### config.mk
export PLATFORM = sky130hd
export DESIGN_NAME = key_sw_io_unit_flat
export DESIGN_NICKNAME = d
export VERILOG_FILES = /design/src/rtl/key_sw_io_unit_if.sv /design/src/rtl/key_sw_io_unit.sv /design/src/flat_wrapper.sv
export SDC_FILE = /design/constraint.sdc
export NUM_CORES = 1
export LEC_CHECK = 0
export CAP_MARGIN = 20
export CORE_AREA = 8 8 100 102
export DETAILED_ROUTE_END_ITERATION = 16
export DIE_AREA = 0 0 108 110
export PLACE_DENSITY = 0.78
export SYNTH_ARGS = -nofsm -noshare
export SYNTH_HDL_FRONTEND = slang
export SYNTH_SLANG_ARGS = --single-unit
### constraint.sdc
create_clock -name clk -period 5.3 [get_ports clk]
set_input_delay 1.06 -clock clk [delete_from_list [all_inputs] [get_ports clk]]
set_output_delay 1.06 -clock clk [all_outputs]
set_load 0.005 [all_outputs]
### src/rtl/key_sw_io_unit_if.sv
// Memory-stage bus seen by the KEY/SW input peripheral: address, load/store
// strobes and store data in; combinational read data and hit flag out.
interface key_sw_io_unit_if #(
  parameter int unsigned DBITS = 32
) ();
  logic [DBITS-1:0] addr;
  logic             isLoad;
  logic             isStore;
  logic [DBITS-1:0] wrData;
  logic [DBITS-1:0] rdData;
  logic             hit;

  modport master (output addr, isLoad, isStore, wrData, input  rdData, hit);
  modport slave  (input  addr, isLoad, isStore, wrData, output rdData, hit);
endinterface

### src/rtl/key_sw_io_unit.sv
// Synchronised, debounced KEY/SW input peripheral with ready/overrun/IE status.
// Define KEYSW_IRQ_EN to add the registered irq output and writable IE bits.
module key_sw_io_unit #(
  parameter int unsigned     DBITS           = 32,
  parameter logic [31:0]     ADDR_KEY        = 32'hF0000010,
  parameter logic [31:0]     ADDR_SW         = 32'hF0000014,
  parameter logic [31:0]     ADDR_KCTRL      = 32'hF0000110,
  parameter logic [31:0]     ADDR_SCTRL      = 32'hF0000114,
  parameter int unsigned     DEBOUNCE_CYCLES = 10000,
  parameter int unsigned     CNT_BITS        = 16
) (
  input  logic              clk,
  input  logic              reset,
  input  logic [3:0]        KEY,
  input  logic [9:0]        SW,
  key_sw_io_unit_if.slave   bus
`ifdef KEYSW_IRQ_EN
  ,
  output logic              irq
`endif
);

  localparam logic [CNT_BITS-1:0] CNT_LAST = CNT_BITS'(DEBOUNCE_CYCLES - 1);
  localparam logic [DBITS-1:0]    A_KEY    = DBITS'(ADDR_KEY);
  localparam logic [DBITS-1:0]    A_SW     = DBITS'(ADDR_SW);
  localparam logic [DBITS-1:0]    A_KCTRL  = DBITS'(ADDR_KCTRL);
  localparam logic [DBITS-1:0]    A_SCTRL  = DBITS'(ADDR_SCTRL);

  logic [3:0]          keyS1_q, keyS2_q, keyCand_q, keyDeb_q, keyDeb_d, keySync;
  logic [9:0]          swS1_q, swS2_q, swCand_q, swDeb_q, swDeb_d;
  logic [CNT_BITS-1:0] keyCnt_q, keyCnt_d, swCnt_q, swCnt_d;
  logic                keyUpd, swUpd;
  logic                kRdy_q, kRdy_d, kOvr_q, kOvr_d, kIe;
  logic                sRdy_q, sRdy_d, sOvr_q, sOvr_d, sIe;
  logic                kLoad, sLoad, kStore, sStore;
  logic [DBITS-1:0]    kCtrl, sCtrl;

  // Buttons are active-low on the board; flip after the synchroniser.
  assign keySync = ~keyS2_q;

  assign keyUpd = (keySync == keyCand_q) && (keySync != keyDeb_q) && (keyCnt_q == CNT_LAST);
  assign swUpd  = (swS2_q  == swCand_q)  && (swS2_q  != swDeb_q)  && (swCnt_q  == CNT_LAST);

  always_comb begin
    keyCnt_d = keyCnt_q + 1'b1;
    keyDeb_d = keyDeb_q;
    if ((keySync != keyCand_q) || (keySync == keyDeb_q)) begin
      keyCnt_d = '0;
    end else if (keyCnt_q == CNT_LAST) begin
      keyDeb_d = keyCand_q;
      keyCnt_d = '0;
    end
    swCnt_d = swCnt_q + 1'b1;
    swDeb_d = swDeb_q;
    if ((swS2_q != swCand_q) || (swS2_q == swDeb_q)) begin
      swCnt_d = '0;
    end else if (swCnt_q == CNT_LAST) begin
      swDeb_d = swCand_q;
      swCnt_d = '0;
    end
  end

  assign kLoad  = bus.isLoad  && (bus.addr == A_KEY);
  assign sLoad  = bus.isLoad  && (bus.addr == A_SW);
  assign kStore = bus.isStore && (bus.addr == A_KCTRL);
  assign sStore = bus.isStore && (bus.addr == A_SCTRL);

  // A load racing an update keeps ready set and never counts as an overrun;
  // a hardware overrun set beats a software clear on the same edge.
  always_comb begin
    kRdy_d = keyUpd ? 1'b1 : (kLoad ? 1'b0 : kRdy_q);
    sRdy_d = swUpd  ? 1'b1 : (sLoad ? 1'b0 : sRdy_q);
    kOvr_d = (keyUpd && kRdy_q && !kLoad) ? 1'b1
           : ((kStore && !bus.wrData[2]) ? 1'b0 : kOvr_q);
    sOvr_d = (swUpd && sRdy_q && !sLoad) ? 1'b1
           : ((sStore && !bus.wrData[2]) ? 1'b0 : sOvr_q);
  end

  always_ff @(posedge clk or negedge reset) begin
    if (!reset) begin
      keyS1_q   <= '0;
      keyS2_q   <= '0;
      keyCand_q <= '0;
      keyDeb_q  <= '0;
      keyCnt_q  <= '0;
      swS1_q    <= '0;
      swS2_q    <= '0;
      swCand_q  <= '0;
      swDeb_q   <= '0;
      swCnt_q   <= '0;
      kRdy_q    <= 1'b0;
      kOvr_q    <= 1'b0;
      sRdy_q    <= 1'b0;
      sOvr_q    <= 1'b0;
    end else begin
      keyS1_q   <= KEY;
      keyS2_q   <= keyS1_q;
      keyCand_q <= keySync;
      keyDeb_q  <= keyDeb_d;
      keyCnt_q  <= keyCnt_d;
      swS1_q    <= SW;
      swS2_q    <= swS1_q;
      swCand_q  <= swS2_q;
      swDeb_q   <= swDeb_d;
      swCnt_q   <= swCnt_d;
      kRdy_q    <= kRdy_d;
      kOvr_q    <= kOvr_d;
      sRdy_q    <= sRdy_d;
      sOvr_q    <= sOvr_d;
    end
  end

`ifdef KEYSW_IRQ_EN
  logic kIe_q, sIe_q, irq_q;

  always_ff @(posedge clk or negedge reset) begin
    if (!reset) begin
      kIe_q <= 1'b0;
      sIe_q <= 1'b0;
      irq_q <= 1'b0;
    end else begin
      if (kStore) kIe_q <= bus.wrData[8];
      if (sStore) sIe_q <= bus.wrData[8];
      irq_q <= (kRdy_q & kIe_q) | (sRdy_q & sIe_q);
    end
  end

  assign kIe = kIe_q;
  assign sIe = sIe_q;
  assign irq = irq_q;
`else
  assign kIe = 1'b0;
  assign sIe = 1'b0;
`endif

  always_comb begin
    kCtrl    = '0;
    kCtrl[0] = kRdy_q;
    kCtrl[2] = kOvr_q;
    kCtrl[8] = kIe;
    sCtrl    = '0;
    sCtrl[0] = sRdy_q;
    sCtrl[2] = sOvr_q;
    sCtrl[8] = sIe;
  end

  always_comb begin
    bus.rdData = '0;
    bus.hit    = 1'b0;
    if (bus.isLoad) begin
      bus.hit = 1'b1;
      if      (bus.addr == A_KEY)   bus.rdData = DBITS'(keyDeb_q);
      else if (bus.addr == A_SW)    bus.rdData = DBITS'(swDeb_q);
      else if (bus.addr == A_KCTRL) bus.rdData = kCtrl;
      else if (bus.addr == A_SCTRL) bus.rdData = sCtrl;
      else                          bus.hit    = 1'b0;
    end
  end

endmodule
### src/flat_wrapper.sv
// flat-port wrapper written by rule: the top's interface ports become plain ports
module key_sw_io_unit_flat 
#(
  parameter int unsigned     DBITS           = 32,
  parameter logic [31:0]     ADDR_KEY        = 32'hF0000010,
  parameter logic [31:0]     ADDR_SW         = 32'hF0000014,
  parameter logic [31:0]     ADDR_KCTRL      = 32'hF0000110,
  parameter logic [31:0]     ADDR_SCTRL      = 32'hF0000114,
  parameter int unsigned     DEBOUNCE_CYCLES = 10000,
  parameter int unsigned     CNT_BITS        = 16
)
  (clk, reset, KEY, SW, bus_addr, bus_isLoad, bus_isStore, bus_wrData, bus_rdData, bus_hit);
  key_sw_io_unit_if #(.DBITS(DBITS)) bus_i ();
  input  logic clk;
  input  logic reset;
  input  logic [3:0] KEY;
  input  logic [9:0] SW;
  input wire logic [$bits(bus_i.addr)-1:0] bus_addr;
  input wire logic [$bits(bus_i.isLoad)-1:0] bus_isLoad;
  input wire logic [$bits(bus_i.isStore)-1:0] bus_isStore;
  input wire logic [$bits(bus_i.wrData)-1:0] bus_wrData;
  output wire logic [$bits(bus_i.rdData)-1:0] bus_rdData;
  output wire logic [$bits(bus_i.hit)-1:0] bus_hit;
  assign bus_i.addr = bus_addr;
  assign bus_i.isLoad = bus_isLoad;
  assign bus_i.isStore = bus_isStore;
  assign bus_i.wrData = bus_wrData;
  assign bus_rdData = bus_i.rdData;
  assign bus_hit = bus_i.hit;
  key_sw_io_unit #(.DBITS(DBITS), .ADDR_KEY(ADDR_KEY), .ADDR_SW(ADDR_SW), .ADDR_KCTRL(ADDR_KCTRL), .ADDR_SCTRL(ADDR_SCTRL), .DEBOUNCE_CYCLES(DEBOUNCE_CYCLES), .CNT_BITS(CNT_BITS)) u_core (.clk(clk), .reset(reset), .KEY(KEY), .SW(SW), .bus(bus_i));
endmodule
==> qor.yml <==
timing:
  worst_hold_slack_ns: 0.354
  hold_viol: 0
  slew_violations: 0
  fin_crit_sh: 0.857
  fin_crit_ns: 4.54
  fin_skew_ns: 0.00798
  grt_setup_unrepaired: "false"
  slew_headroom: 0.572
  setup_tns_ns: 0
  worst_pin_slew_ns: 0.638
  fmax_mhz: 220
  setup_viol: 0
global_route:
  first_global_vias: 2760
  antenna_found_initial: 0
  grt_max_degree: 48
  track_usage: 0.134
  grt_overflow: 0
  grt_pass1_wl_um: 12600
placed_design:
  dp_cells: 512
  numPortBuffers: 61
  place_area_mm2: 0.00469
  dp_hpwl_um: 5810
  gp_congestion: 0.820
floorplanning:
  core_area_mm2: 0.00847
  initial_utilization: 0.479
  die_x_um: 108
  chipHeight_um: 110
  num_rows: 34
  fp.dieArea_mm2: 0.0119
  pin_count: 115
yosys:
  synth_cells: 349
  yosysMostFrequentCell: "dfrtp_1"
  synthFlopType: "dfrtp_1"
  synth_top_area_frac: 0.567
  synth_top_family_by_area: "simple AND/OR/NAND/NOR gates"
  synth-compound-area-share: 0.0281
  synth_xor_area_frac: 0.121
  synthSimpleGateAreaFrac: 0.172
  async_reset_ff_frac: 1.00
  yosys.area.top_type: "dfrtp_1"
  seq_area_frac_synth: 0.567
  avgSynthCellArea_um2: 11.6
  syn_area_mm2: 0.00406
  yosys-top-cells-count: "92 x dfrtp_1, 41 x nor2_1, 30 x xor2_1"
  synth_cell_types: 43
  synthAdderAreaFrac: 0.00617
  ys_ff_latch: 92
  synth_area_leaders: "dfrtp_1 57%, xor2_1 6.5%, xnor2_1 5.6%"
  synth_edf_count: 0
  synth_mux_area_frac: 0.0456
  yosys_warnings: 0
min_path:
  hold_class: "reg -> reg"
run:
  maxCapViolCount: 0
clocking:
  ctsHoldBuffers: 0
  cts_buffer_depth: 2
  cts.sinks: 92
  cts-root-buf: "clkbuf_8"
  clk-insertion-delay-late_ns: 0.35
  postCtsSetupRepairBufs: 0
  clkSlewWorstSetupHoldPaths_ns: 0.08
  cts_resized: 0
  cts_tree: "built"
  cts_buffers: 9
  cts_max_level: 3
detailed_routing:
  avgViaCountPerCell: 5.02
  drc: 0
  routed_wl_um: 7780
  drt_iter0_drc: 80
  ant_nets: 0
  wl_per_cell_um: 14.7
  first_pass_iters: 4
  vias: 2650
critical_path:
  critPathMaxFanout: 3
  cp_slowest_stage_delay_ns: 0.57
  path_class: "in -> out"
  end_kind: "output port"
  worstPathRequired_ns: 4.24
  crit_path_frequent_cell: "clkdlybuf4s50_1"
  arrival_ns: 3.48
  crit_chain: "clkdlybuf4s50_1 -> nor4_1 -> nand4_1 -> or3_1 -> o21bai_1 -> a221oi_1 -> clkdlybuf4s50_1"
  critPathSlowestCell: "clkdlybuf4s50_1"
  cp-start-kind: "input pin"
power_and_ir_drop:
  p_clk_frac: 0.410
  seq_power_share: 0.532
  power_density_mw_per_mm2: 277
  p_sw_mw: 0.293
  total_power_mw: 1.37
  ir_drop_mv: 0.202
  comb_power_share: 0.058
  p_sw_frac: 0.214
  p_leak_nw: 2.14
  p_int_mw: 1.08
finish:
  drive_gt1_frac: 0.0857
  n_antenna_cell: 0
  layout.cells.non_filler: 528
  stdcell_area_mm2: 0.00494
  fin_nets: 499
  area_growth_pct: 21.7
outcome:
  status: "finished clean"
## power by group through the flow
| stage | registers [mW] | logic [mW] | clock network [mW] |
|---|---|---|---|
| 3_3_place_gp | 0.742 | 0.0782 | 0 |
| 5_1_grt | 0.732 | 0.0878 | 0.606 |
| 4_1_cts | 0.730 | 0.0802 | 0.573 |
| 2_1_floorplan | 0.741 | 0.0361 | 0 |
| 3_5_place_dp | 0.744 | 0.0797 | 0 |
| 6_report | 0.729 | 0.0793 | 0.561 |
## through the flow
step                      utilization  setup WS (ns)
after floorplan                     -           1.91
after global placement          0.554          0.743
after detailed placement        0.554          0.716
after CTS                       0.583          0.703
after global routing            0.583          0.613
final                           0.583          0.757
## sequential cells by signal, indices dropped and copies added, names as in the netlist
register,cells
u_core.sOvr_q,1
u_core.swCand_q,10
u_core.swS2_q,10
u_core.kOvr_q,1
u_core.keyCand_q,4
u_core.keyCnt_q,16
u_core.sRdy_q,1
u_core.swDeb_q,10
u_core.swCnt_q,16
u_core.keyS2_q,4
u_core.swS1_q,10
u_core.keyDeb_q,4
u_core.keyS1_q,4
u_core.kRdy_q,1
## layout make-up
type	count	area [um^2]
tap	108	135
timing repair buffer	62	616
sequential	92	2300
inverter	12	45.0
multi-input combinational	238	1590
fill	673	3530
clock inverter	7	123
clock buffer	9	124
## per-layer routing
metal / GRT usage / vias to the layer above / wire (um)
met3: 0.0395 / 13 / 451
met5: 0 / - / 0
met4: 0.0664 / 0 / 147
li1: - / 1266 / -
met1: 0.151 / 1306 / 3180
met2: 0.229 / 65 / 4000
## final timing paths
check | startpoint | slack, ns | depth (start not counted) | endpoint
worst min register to register | u_core.swS1_q[2]$_DFF_PN0_ | 0.35 | 0 | u_core.swS2_q[2]$_DFF_PN0_
worst max register to register | u_core.swCnt_q[6]$_DFF_PN0_ | 2.96 | 4 | u_core.swDeb_q[9]$_DFFE_PN0P_
worst max-delay path | bus_addr[13] | 0.76 | 7 | bus_rdData[2]
min in group asynchronous | reset | 0.69 | 1 | u_core.swS1_q[7]$_DFF_PN0_
max in group asynchronous | reset | 3.60 | 2 | u_core.swDeb_q[4]$_DFFE_PN0P_
worst min-delay path | u_core.swS1_q[2]$_DFF_PN0_ | 0.35 | 0 | u_core.swS2_q[2]$_DFF_PN0_
## placed cells by master, fill, tap and decap left out, types with 4 or more instances in the layout
cell             count
dfrtp_1             92
clkdlybuf4s50_1     60
nor2_1              41
xor2_1              30
xnor2_1             26
conb_1              22
nand2_1             15
inv_1               12
nand4_1             11
and3_1              11
nand3_1             10
clkbuf_8             9
nor4_1               8
mux2_4               8
nor3_1               6
and2_1               6
mux2_2               4
## worst max-delay path, delay by kind of cell
family,cells,cell delay (ns)
AO/OA/AOI/OAI,2,0.45
buffers and inverters,2,0.97
AND/OR/NAND/NOR,3,1.01
## cell families after synthesis
family                   count (synthesis)
AND/OR/NAND/NOR                        128
buffers and inverters                   40
AO/OA/AOI/OAI                           16
adder cells (fa/ha/maj)                  2
other                                    1
multiplexers                            14
XOR/XNOR                                56
flip-flops                              92
(Power assumes the default switching activity.)
